<file path="src/rtl/bram_burst_arbiter.sv">
// ============================================================================
// bram_burst_arbiter
// ----------------------------------------------------------------------------
// Purpose:
//   Shares one BRAM port between two line-burst requesters.
//     req0 = dcache refill/writeback
//     req1 = icache refill/loader
//   One requester is granted at a time. For that requester the block issues
//   LINE_WORDS consecutive word accesses (all reads or all writes) to the
//   BRAM port.
//
// Bursts:
//   Each burst covers one aligned line. The base address is the request
//   address with the low log2(LINE_WORDS) bits cleared.
//
//   Read burst:  IDLE(accept) -> RBURST x LINE_WORDS -> RDRAIN -> IDLE
//                The extra RDRAIN cycle collects the last read word, because
//                the BRAM has one cycle of read latency.
//   Write burst: IDLE(accept) -> WBURST x LINE_WORDS -> IDLE
//
// Ports:
//   clk, rst     clock; synchronous active-high reset
//   req_valid    [1:0] per-requester burst request, held until req_ready
//   req_write    [1:0] 1 = write burst, 0 = read burst
//   req_addr     [2*ADDR_WIDTH-1:0] word address of requester i, in slice i
//   req_wdata    [2*DATA_WIDTH-1:0] current write word of requester i
//   req_ready    [1:0] one-cycle grant pulse
//   wdata_pop    [1:0] current write word consumed this cycle
//   rdata        read data; this is mem_dout passed straight through
//   rvalid       [1:0] rdata is valid for requester i
//   done         [1:0] one-cycle burst-complete pulse
//   mem_en, mem_we, mem_addr, mem_din   BRAM port controls
//   mem_dout     BRAM read data, one cycle of latency
//
// Configuration macro:
//   ARB_FIXED_PRIORITY_EN
//     Defined:   req0 always wins when both requesters are valid
//                (req1 may starve).
//     Undefined: round-robin arbitration that remembers the last grant.
// ============================================================================
module bram_burst_arbiter #(
  parameter int ADDR_WIDTH = 11,
  parameter int NUM_COL    = 4,
  parameter int COL_WIDTH  = 8,
  parameter int DATA_WIDTH = NUM_COL * COL_WIDTH,
  parameter int LINE_WORDS = 4
) (
  input  logic                    clk,
  input  logic                    rst,
  input  logic [1:0]              req_valid,
  input  logic [1:0]              req_write,
  input  logic [2*ADDR_WIDTH-1:0] req_addr,
  input  logic [2*DATA_WIDTH-1:0] req_wdata,
  output logic [1:0]              req_ready,
  output logic [1:0]              wdata_pop,
  output logic [DATA_WIDTH-1:0]   rdata,
  output logic [1:0]              rvalid,
  output logic [1:0]              done,
  output logic                    mem_en,
  output logic [NUM_COL-1:0]      mem_we,
  output logic [ADDR_WIDTH-1:0]   mem_addr,
  output logic [DATA_WIDTH-1:0]   mem_din,
  input  logic [DATA_WIDTH-1:0]   mem_dout
);

  localparam int CNT_W = $clog2(LINE_WORDS);

  // Value of the word counter on the last word of a line.
  localparam logic [CNT_W-1:0] CNT_LAST = CNT_W'(LINE_WORDS - 1);

  // Clears the in-line word offset from a request address.
  localparam logic [ADDR_WIDTH-1:0] LINE_MASK = ~ADDR_WIDTH'(LINE_WORDS - 1);

  typedef enum logic [1:0] {
    IDLE   = 2'd0,
    RBURST = 2'd1,
    RDRAIN = 2'd2,
    WBURST = 2'd3
  } state_t;

  state_t                  state_q, state_d;
  logic                    grant_q, grant_d;
  logic [ADDR_WIDTH-1:0]   base_q,  base_d;
  logic [CNT_W-1:0]        cnt_q,   cnt_d;

  // Per-cycle strobes decoded from the FSM.
  logic                    accept;
  logic                    rd_issue;
  logic                    wr_issue;
  logic                    rd_valid;
  logic                    burst_done;
  logic                    arb_sel;

  // Per-requester views of the packed address and write-data buses.
  logic [ADDR_WIDTH-1:0]   addr_a  [2];
  logic [DATA_WIDTH-1:0]   wdata_a [2];

  genvar gi;
  generate
    for (gi = 0; gi < 2; gi++) begin : g_unpack
      assign addr_a[gi]  = req_addr[gi*ADDR_WIDTH +: ADDR_WIDTH];
      assign wdata_a[gi] = req_wdata[gi*DATA_WIDTH +: DATA_WIDTH];
    end
  endgenerate

  // --------------------------------------------------------------------------
  // Arbitration
  // --------------------------------------------------------------------------
  // arb_sel is only used when at least one requester is valid.
  // If only one requester is valid, it wins.
`ifdef ARB_FIXED_PRIORITY_EN
  always_comb begin
    arb_sel = ~req_valid[0];  // req0 wins whenever it is present
  end
`else
  logic last_grant_q;

  always_comb begin
    if (&req_valid) begin
      arb_sel = ~last_grant_q;  // both valid: the other one's turn
    end else begin
      arb_sel = ~req_valid[0];
    end
  end

  // last_grant resets to 1, so the first two-way contention goes to req0.
  always_ff @(posedge clk) begin
    if (rst) begin
      last_grant_q <= 1'b1;
    end else if (accept) begin
      last_grant_q <= arb_sel;
    end
  end
`endif

  // --------------------------------------------------------------------------
  // FSM: next state and strobes
  // --------------------------------------------------------------------------
  always_comb begin
    state_d    = state_q;
    grant_d    = grant_q;
    base_d     = base_q;
    cnt_d      = cnt_q;
    accept     = 1'b0;
    rd_issue   = 1'b0;
    wr_issue   = 1'b0;
    rd_valid   = 1'b0;
    burst_done = 1'b0;

    case (state_q)
      IDLE: begin
        // Do not grant while reset is asserted. The grant would be
        // discarded by the reset, but the requester would see a real pulse.
        if ((|req_valid) && !rst) begin
          accept  = 1'b1;
          grant_d = arb_sel;
          base_d  = addr_a[arb_sel] & LINE_MASK;
          cnt_d   = '0;
          state_d = req_write[arb_sel] ? WBURST : RBURST;
        end
      end

      RBURST: begin
        rd_issue = 1'b1;
        // The word issued in the previous cycle is on mem_dout now.
        rd_valid = (cnt_q != '0);
        cnt_d    = cnt_q + 1'b1;
        if (cnt_q == CNT_LAST) begin
          state_d = RDRAIN;
        end
      end

      RDRAIN: begin
        // Last read word arrives; the burst is complete.
        rd_valid   = 1'b1;
        burst_done = 1'b1;
        state_d    = IDLE;
      end

      WBURST: begin
        wr_issue = 1'b1;
        cnt_d    = cnt_q + 1'b1;
        if (cnt_q == CNT_LAST) begin
          burst_done = 1'b1;
          state_d    = IDLE;
        end
      end

      default: begin
        state_d = IDLE;
      end
    endcase
  end

  always_ff @(posedge clk) begin
    if (rst) begin
      state_q <= IDLE;
      grant_q <= 1'b0;
      base_q  <= '0;
      cnt_q   <= '0;
    end else begin
      state_q <= state_d;
      grant_q <= grant_d;
      base_q  <= base_d;
      cnt_q   <= cnt_d;
    end
  end

  // --------------------------------------------------------------------------
  // BRAM port
  // --------------------------------------------------------------------------
  // The counter only fills the cleared low bits of the base, so OR-ing it in
  // can never carry into the line address.
  // Address and data are forced to zero outside bursts so the port is quiet.
  assign mem_en   = rd_issue | wr_issue;
  assign mem_we   = {NUM_COL{wr_issue}};
  assign mem_addr = mem_en ? (base_q | ADDR_WIDTH'(cnt_q)) : '0;
  assign mem_din  = wr_issue ? wdata_a[grant_q] : '0;
  assign rdata    = mem_dout;

  // --------------------------------------------------------------------------
  // Per-requester handshakes
  // --------------------------------------------------------------------------
  // These signals are only asserted for the requester that holds the grant.
  generate
    for (gi = 0; gi < 2; gi++) begin : g_req
      logic is_owner;
      assign is_owner       = (grant_q == 1'(gi));
      assign req_ready[gi]  = accept & (arb_sel == 1'(gi));
      assign wdata_pop[gi]  = wr_issue & is_owner;
      assign rvalid[gi]     = rd_valid & is_owner;
      assign done[gi]       = burst_done & is_owner;
    end
  endgenerate

endmodule

</file>
<file path="config.mk">
export PLATFORM = sky130hd
export DESIGN_NAME = bram_burst_arbiter
export DESIGN_NICKNAME = d
export VERILOG_FILES = /design/src/rtl/bram_burst_arbiter.sv
export SDC_FILE = /design/constraint.sdc
export NUM_CORES = 1
export LEC_CHECK = 0
export CAP_MARGIN = 15
export CORE_MARGIN = 5
export CORE_UTILIZATION = 30
export DETAILED_ROUTE_END_ITERATION = 7
export PLACE_DENSITY = 0.88
export SLEW_MARGIN = 10
export SYNTH_ARGS = -nofsm -noshare
export SYNTH_HDL_FRONTEND = slang
export SYNTH_SLANG_ARGS = --single-unit
</file>
<file path="constraint.sdc">
create_clock -name clk -period 3.8 [get_ports clk]
set_input_delay 1.14 -clock clk [delete_from_list [all_inputs] [get_ports clk]]
set_output_delay 1.14 -clock clk [all_outputs]
set_load 0.005 [all_outputs]
</file>
==> results.md <==
* Run status: finished clean
* Post-synth top area share at 18.1%
* Floorplan row count at 28
* Sequential-to-total area share from yosys stat at 16.5%
* Crit path max fanout at 4
* Filler cell count in the final layout at 563
* Setup_tns at 0 ns
* Worst hold slack across all endpoints at 0.496 ns
* Number of instances in the synthesized netlist at 224
* H-tree depth at 1
* Max-Cap Viols at 0
* Ant diodes at 0
* GR Util All Layers at 16.6%
* Number of routed nets with antenna violations at 0
* Detail-routed via count per cell at 4.62
* Required time reported for the critical path endpoint at 2.66 ns
* Global placement routability congestion at 0.764
* Final cycle utilization of the critical path at 94.6%
* Via total after detailed routing at 1,890
* Number of instances in the placed design at 405
* Synth area leaders: sky130_fd_sc_hd__mux2i_1, sky130_fd_sc_hd__dfxtp_1, sky130_fd_sc_hd__buf_4
* Fraction of final layout cells sized beyond drive strength 1 at 11.1%
* Number of enable flip-flop cells after synthesis at 0
* DRC violation count after routing at 0
* Worst Max-Slew Pin Slew at 0.507 ns
* Gate power share at 63.0%
* Setup repair bufs after CTS at 0
* Met2 Usage GRT at 30.3%
* Sinks on Clock Net at 15
* Overall die width at 87.9 µm
* Final standard cell count with taps included and fillers excluded at 409
* Worst relative slew slack at 66.2%
* Root buf cell: sky130_fd_sc_hd__clkbuf_8
* Net switching fraction of the power at 36.9%
* Unrepaired setup endpoints after global routing: no
* Endpoint type of the worst setup path: output port
* DP Wirelength at 5530 µm
* Worst Skew at 0.00653 ns
* Number of buffers added to fix hold violations after cts at 0
* Cell breakdown of the critical path: clkdlybuf4s50_1 > o21bai_4 > or2_4 > a21oi_1 > dlygate4sd2_1
* Layer carrying the most global-route usage: met2
* Worst Path Buf+Inv at 2
* Post-synthesis sequential element count at 15
* Die footprint at 7730 µm²
* Core ar. at 5920 µm²
* Inserted Clock Buffers at 3
* Via count of the first global-routing pass at 1,998
* Synth Cell Area at 1820 µm²
* Max-slew violations at 0
* 1st-pass router iterations at 4
* Net load switching power at 374 µW
* Cell area after placement at 3110 µm²
* Multi-input gate area in the final layout at 1160 µm²
* Family with the most delay on the worst path: buffers and inverters
* Startpoint-to-endpoint class of the critical path: input port to output port
* Pwr dens at 322 nW/µm²
* Maximum number of pins on one net before global-route repair at 25
* Met3 routing resource usage after global routing at 5.46%
* Remaining Overflow, GRT at 0
* Cell type of the slowest stage on the worst timing path: sky130_fd_sc_hd__clkdlybuf4s50_1
* CTS tree: yes
* Count of input and output buffers at 143
* Height of the die at 87.9 µm
* Clk network pwr share at 12.7%
* Total area of sequential cells at 302 µm²
* Post-synth net total at 355
* Number of ports placed on the die boundary at 212
* Leakage power at 0.00116 µW
* Share of async-settable or async-resettable flops after synthesis at 0%
* Count of unique library cells instantiated by Yosys at 31
* Worst min path class: flop to flop
* Post-CTS clock slew at the launch and capture registers of the worst setup and hold paths at 0.07 ns
* Time the worst path needs with I/O delays and setup at 3.60 ns
* Initial detailed-routing violation count at 19
* Net count, final at 466
* Final instance area at 3150 µm²
* Kind of launch point of the worst setup path: input port
* Wire length of the first global-routing pass at 10,100 µm
* Hold violation total from the final report at 0
* Warning count from the yosys run at 0
* Effective utilization at floorplan at 30.8%
* Fmax achieved at 278 MHz
* Register share of total power at 24.2%
* Leading area contributor after synthesis: sky130_fd_sc_hd__mux2i_1
* Met1 Track Usage GR at 18.2%
* Clock latency of the later-clocked register in the worst-skew pair at 0.25 ns
* Final setup violation count at 0
* Wirelength, routed at 6560 µm
* Initial antenna violation count at 0
* Crit-path max cell delay at 0.44 ns
* Critical path data arrival time at 2.46 ns
* Average instance area after synthesis at 8.13 µm²
* Worst-case clock buffer depth at 2
* Syn-to-layout area delta at 72.9%
* Post-synth top flop: sky130_fd_sc_hd__dfxtp_1
* Average wire per cell in the routed design at 16.0 µm
* Pint at 640 µW
* Worst supply voltage drop on vdd at 0.240 mV
path summary, 6_finish.rpt:
path              startpoint      endpoint  slack (ns)  depth (start not counted)
hold / removal     base_q[7]     base_q[7]        0.50                          2
hold reg to reg    base_q[7]     base_q[7]        0.50                          2
setup reg to reg  state_q[0]     base_q[5]        1.89                          7
setup / recovery         rst  req_ready[1]        0.20                          5
sequential cells by signal, summed over array words and instances, names as in the netlist:
| signal | cells |
|---|---|
| base_q | 9 |
| cnt_q | 2 |
| state_q | 2 |
| g_req.is_owner | 1 |
| last_grant_q | 1 |
per-stage QoR:
stage / power [µW] / setup WS (ns) / util (%)
after floorplan: 622 / 0.834 / -
after global placement: 880 / -0.0354 / 52.5
after detailed placement: 895 / -0.0549 / 52.5
after CTS: 1030 / 0.200 / 53.2
after global routing: 1100 / 0.144 / 53.2
final: 1010 / 0.204 / 53.2
power by group through the flow:
| stage | logic, µW | clock network (µW) | registers [µW] |
|---|---|---|---|
| detailed placement | 645 | 0 | 250 |
| global route | 710 | 141 | 254 |
| global placement | 632 | 0 | 247 |
| finish | 639 | 129 | 246 |
| CTS | 648 | 132 | 247 |
| floorplan | 402 | 0 | 220 |
cell usage after synthesis, types with 2 or more instances:
cell type / instances
sky130_fd_sc_hd__o32ai_1: 2
sky130_fd_sc_hd__a211oi_1: 2
sky130_fd_sc_hd__nor2b_1: 34
sky130_fd_sc_hd__nand3_1: 10
sky130_fd_sc_hd__o21ai_0: 3
sky130_fd_sc_hd__clkbuf_1: 5
sky130_fd_sc_hd__ha_1: 7
sky130_fd_sc_hd__a211oi_2: 8
sky130_fd_sc_hd__buf_4: 39
sky130_fd_sc_hd__mux2i_1: 33
sky130_fd_sc_hd__buf_2: 2
sky130_fd_sc_hd__a21oi_1: 5
sky130_fd_sc_hd__and2_1: 11
sky130_fd_sc_hd__a21oi_2: 7
sky130_fd_sc_hd__inv_1: 7
sky130_fd_sc_hd__dfxtp_1: 15
sky130_fd_sc_hd__nor2_1: 20
layout make-up:
type                            count  area share, %
Clock buffer                        3           1.31
Clock inverter                      1          0.159
Inverter                            7          0.834
Multi-Input combinational cell    154           36.8
Sequential cell                    15           9.57
Tap cell                           75           2.98
Timing Repair Buffer              154           48.4
layout by cell type, fill, tap and decap left out, drive strengths merged, types with 2 or more instances in the layout:
cell type,count
o21ai,3
a21oi,12
buf,11
clkdlybuf4s50,141
or2,2
dlygate4sd2,2
and2,11
clkbuf,3
nor2b,35
a211oi,10
nor2,21
ha,7
o32ai,2
inv,7
dfxtp,15
nand3,10
mux2i,33
logic make-up after synthesis:
group | count (synthesis) | synth area share, %
multiplexers | 33 | 18.1
AO/OA/AOI/OAI | 32 | 15.6
flip-flops | 15 | 16.5
AND/OR/NAND/NOR | 82 | 25.1
adder cells (fa/ha/maj) | 7 | 4.81
buffers and inverters | 55 | 19.9
routing by layer:
layer / vias to the layer above / wire (µm) / share of wire, %
met5: - / 0 / 0
met4: 0 / 133 / 2.0
met3: 16 / 685 / 10
met2: 102 / 3380 / 51
met1: 838 / 2360 / 36
li1: 934 / - / -
worst min-delay path, delay by kind of cell (launching register included):
family             cells  cell delay, ns
AOI/OAI and AO/OA      1            0.05
DFF                    1            0.31
and+or+nand+nor        1            0.09
what timing repair did:
item                                    in CTS  in global routing
endpoints found under the hold margin        0                  0
endpoints found under the setup margin       2                  0
resized for setup                            2                  0
No activity file was read; power rests on OpenSTA's default activity.
==> edit 1 (config.mk and constraints unchanged) <==
The parameter `LINE_WORDS` goes from 4 to 2.
--- a/src/rtl/bram_burst_arbiter.sv
+++ b/src/rtl/bram_burst_arbiter.sv
@@ -44,5 +44,5 @@
   parameter int COL_WIDTH  = 8,
   parameter int DATA_WIDTH = NUM_COL * COL_WIDTH,
-  parameter int LINE_WORDS = 4
+  parameter int LINE_WORDS = 2
 ) (
   input  logic                    clk,
Formal check against the unedited RTL: not equivalent (Yosys sat finds a counterexample within 4 cycles, from zero or initial values and one cycle with rst high).
==> edit 1 against the unedited design <==
Sequential share of layout area decreased by 0.13 points. Routed wire length rose by 1.9%. Hold slack got worse by 0.0016 ns. Worst setup slack better by 0.0074 ns. Sequential power is 3% higher. Largest power group unchanged. Critical path type unchanged. Sequential cell count unchanged. Critical path depth stayed put. Clock skew up 0.0025 ns. Area after synthesis is 1.0% higher. Utilization up 0.44 points. Final area is 1.4% higher. Global-route usage is 0.39 points lower. Power shrank 3.6%. Count of clock-buffer cells in the layout did not move.
==> edit 1: results (changes against the unedited design) <==
drt:
  drtIter0Drc: 27  # +8
  dr_total_vias: 1909  # +1.0%
  met2_length_mm: 3.443  # +2.0%
  vias_per_cell: 4.611  # -0.21%
  wl_per_cell_um: 16.14  # +0.66%
  met1_length_mm: 2.646  # +12%
layout:
  fillerInstances: 566  # +0.53%
  layout-drive-gt1-share_pct: 11.50  # +0.43 points
  nets: 471  # +1.1%
  top_regs: "base_q x10, state_q x2"
placed_design:
  place_hpwl_mm: 5.688  # +2.8%
  gp_congestion: 0.8041  # +5.2%
  dp_cells: 410  # +1.2%
  io_buffers: 145  # +1.4%
global_routing:
  grt_usage_pct: 16.22  # -0.39 points
  grt_max_degree: 37  # +48%
power:
  leakage_nw: 1.182  # +1.6%
  irDropWorstVdd_uv: 209.8  # -13%
yosys:
  syn_nets: 359  # +1.1%
  synthTopCellsByCount: "nor2b_1 (45), buf_4 (38), mux2i_1 (32)"
  synth.area.top_cells: "mux2i_1 (17%), dfxtp_1 (16%), buf_4 (15%), nor2b_1 (15%), a211oi_2 (4.8%)"
  synth.distinct_cells: 37  # +19%
clocking:
  path_clk_slew_ns: 0.07  # about the same
  htree_levels: 1  # unchanged
sta:
  worst_clock_skew_ns: 0.009000  # +0.002468 ns
run_status:
  status: "completed"
worst_setup_path:
  cp_slowest_stage_delay_ns: 0.46  # +0.02 ns
## edit 1: cell count changes in the layout (fill, tap and decap cells not counted), moves of 2 or more
cell	before	now
nor2b_1	34	45
and2_1	11	1
nor2_1	20	15
a21oi_1	5	8
inv_1	7	4
buf_4	10	12
clkdlybuf4s50_1	141	143
o21ai_0	3	1
o32ai_1	2	0
## edit 1: worst reg2reg max path: cells and delay by family (launching register included)
kind	cells	cell delay (ns)
adder cells (fa/ha/maj)	1	0.22
buffers and inverters	2	0.21
AND/OR/NAND/NOR	2	0.55
flip-flops	1	0.37
AO/OA/AOI/OAI	1	0.21
## edit 1: layer usage
metal / GRT usage (%) / up-vias
met2: 29.71 / 93
met1: 19.44 / 856
met5: 0 / -
met3: 2.886 / 8
met4: 4.121 / 0
li1: - / 952
## edit 1: path summary, 6_finish.rpt
kind                                  to               startpoint  slack (ns)  cells after the start
setup reg to reg  base_q[5]$_SDFFE_PP0N_  state_q[0]$_SDFFE_PP0P_        2.16                      6
setup / recovery            req_ready[0]                      rst        0.21                      5
hold / removal    base_q[8]$_SDFFE_PP0N_   base_q[8]$_SDFFE_PP0N_        0.49                      2
hold reg to reg   base_q[8]$_SDFFE_PP0N_   base_q[8]$_SDFFE_PP0N_        0.49                      2
## edit 1: cell families after synthesis
| group | count (synthesis) | share of synthesized area (%) |
|---|---|---|
| buf+inv | 56 | 19.78 |
| simple gates | 83 | 25.63 |
| fa+ha+maj | 7 | 4.758 |
| flops | 15 | 16.32 |
| mux | 32 | 17.40 |
| compound gates | 35 | 16.11 |
## edit 1: area by class of cell
type	instances	area [µm²]	share of cell area (%)
clock buffer	3	41.29	1.292
timing repair buffer	158	1559	48.79
tap	75	93.84	2.937
multi-input combinational	157	1176	36.81
clock inverter	1	5.005	0.1566
sequential	15	301.5	9.436
inverter	5	18.77	0.5873
## edit 1: timing repair
item / in CTS / in global routing
buffers inserted: 0 / 0
setup endpoints to repair: 2 / 0
resized for setup: 2 / 0
hold buffers: 0 / 0
## edit 1: through the flow
step	instance area (µm²)	utilization [%]
after floorplan	1841	-
after global placement	3152	52.92
after detailed placement	3152	52.92
after CTS	3196	53.66
after global routing	3196	53.66
final	3196	53.66
## edit 1: report_power, final
group | internal [mW] | switching [mW]
Combinational | 0.349 | 0.243
Sequential | 0.201 | 0.0534
Clock | 0.0727 | 0.0590
==> edit 2 (same flow settings) <==
Without the edit above. Re-encode `state_t` (4 states) as one-hot, 4 bits wide.
--- a/src/rtl/bram_burst_arbiter.sv
+++ b/src/rtl/bram_burst_arbiter.sv
@@ -72,9 +72,9 @@
   localparam logic [ADDR_WIDTH-1:0] LINE_MASK = ~ADDR_WIDTH'(LINE_WORDS - 1);
 
-  typedef enum logic [1:0] {
-    IDLE   = 2'd0,
-    RBURST = 2'd1,
-    RDRAIN = 2'd2,
-    WBURST = 2'd3
+  typedef enum logic [3:0] {
+    IDLE   = 4'b0001,
+    RBURST = 4'b0010,
+    RDRAIN = 4'b0100,
+    WBURST = 4'b1000
   } state_t;
 
Behaviour: no difference found for any inputs over 10 cycles, from zero or initial values and one cycle with rst high; not proved beyond that.
==> edit 2 against the unedited design <==
Area after synthesis shrank 1.6%. Worst setup slack worse by 0.13 ns. Sequential cell count increased by 2. Critical path depth grew 1. Final area is 0.87% lower. Register-to-register slack gained 0.13 ns. Routed wire length rose by 9.8%.
Power is not compared: it rests on default switching activity, and its combinational part moved more than twofold at a synthesized area within 25%.
==> edit 2: results (changes against the unedited design) <==
run_status:
  status: "completed"
layout:
  fillerInstances: 541  # -3.9%
  top_regs: "base_q x9, state_q x4, cnt_q x2"
  nClkBuffers: 4  # +1
  layout-drive-gt1-share_pct: 9.275  # -1.8 points
  clock_cell_area_share_pct: 1.442  # -0.027 points
  multiInputGateArea_um2: 1091  # -5.8%
  nonClkBufAreaFrac_pct: 49.20  # +0.83 points
  nMultiInputCombCells: 163  # +5.8%
  buffers: 157  # +1.9%
drt:
  met2_length_mm: 4.109  # +22%
  wl_per_cell_um: 17.14  # +6.9%
  vias_per_cell: 4.807  # +4.0%
  drtIter0Drc: 66  # +47
min_path:
  hold_path_end: "base_q[5]$_SDFFE_PP0P_"
  hold_start: "base_q[5]$_SDFFE_PP0P_"
sta:
  slew_headroom_pct: 68.01  # +1.8 points
  worst_clock_skew_ns: 0.002325  # -0.004208 ns
yosys:
  synth_area_per_cell_um2: 7.592  # -6.6%
  synth.area.top_cells: "dfxtp_1 (19%), mux2i_1 (18%), buf_4 (16%), nor2_1 (11%), a211oi_2 (6.3%)"
  syn_nets: 362  # +2.0%
  ys_seq_area_share_pct: 18.99  # +2.5 points
  synth_compound_area_share_pct: 14.53  # -1.1 points
  synthTopCellsByCount: "nor2_1 (53), buf_4 (38), mux2i_1 (33)"
  synthAdderAreaFrac_pct: 1.397  # -3.4 points
worst_setup_path:
  reg2reg_slack_ns: 2.02  # +0.13 ns
  ff2ff_path_depth: 4  # -3
  regToRegEndpoint: "base_q[8]$_SDFFE_PP0P_"
global_routing:
  use_met2_pct: 34.25  # +3.9 points
  grt_max_degree: 35  # +40%
  grt_pass1_wl_mm: 10.41  # +2.6%
  grt_pass1_vias: 2035  # +1.9%
  met1_usage_pct: 17.66  # -0.51 points
  use_met3_pct: 3.974  # -1.5 points
[edit 2: cell types whose count changed in the layout (fill, tap and decap cells not counted), sizes merged, moves of 4 or more]
cell    unedited run  this run
nand2              1         8
nand2b             1         5
nor2              21        53
nor2b             35         2
ha                 7         2
[edit 2: metrics by stage]
| stage | setup slack [ns] | cell area [µm²] | hold WS (ns) |
|---|---|---|---|
| after CTS | 0.004600 | 3112 | 0.5352 |
| after floorplan | 0.7265 | 1792 | 0.4730 |
| after global placement | 0.04032 | 3064 | 0.4913 |
| final | 0.07175 | 3123 | 0.5323 |
| after global routing | 0.04641 | 3123 | 0.5464 |
| after detailed placement | 0.009658 | 3064 | 0.5186 |
[edit 2: power breakdown]
part	switching (mW)	internal, mW	total (mW)
clock network	0.0617	0.0744	0.136
logic	0.102	0.166	0.268
registers	0.0206	0.195	0.216
[edit 2: repair_timing]
item                                    CTS  global route
buffers inserted                          0             0
gates cloned                              0             0
hold buffers                              0             0
resized for setup                         1             3
endpoints found under the setup margin    1             2
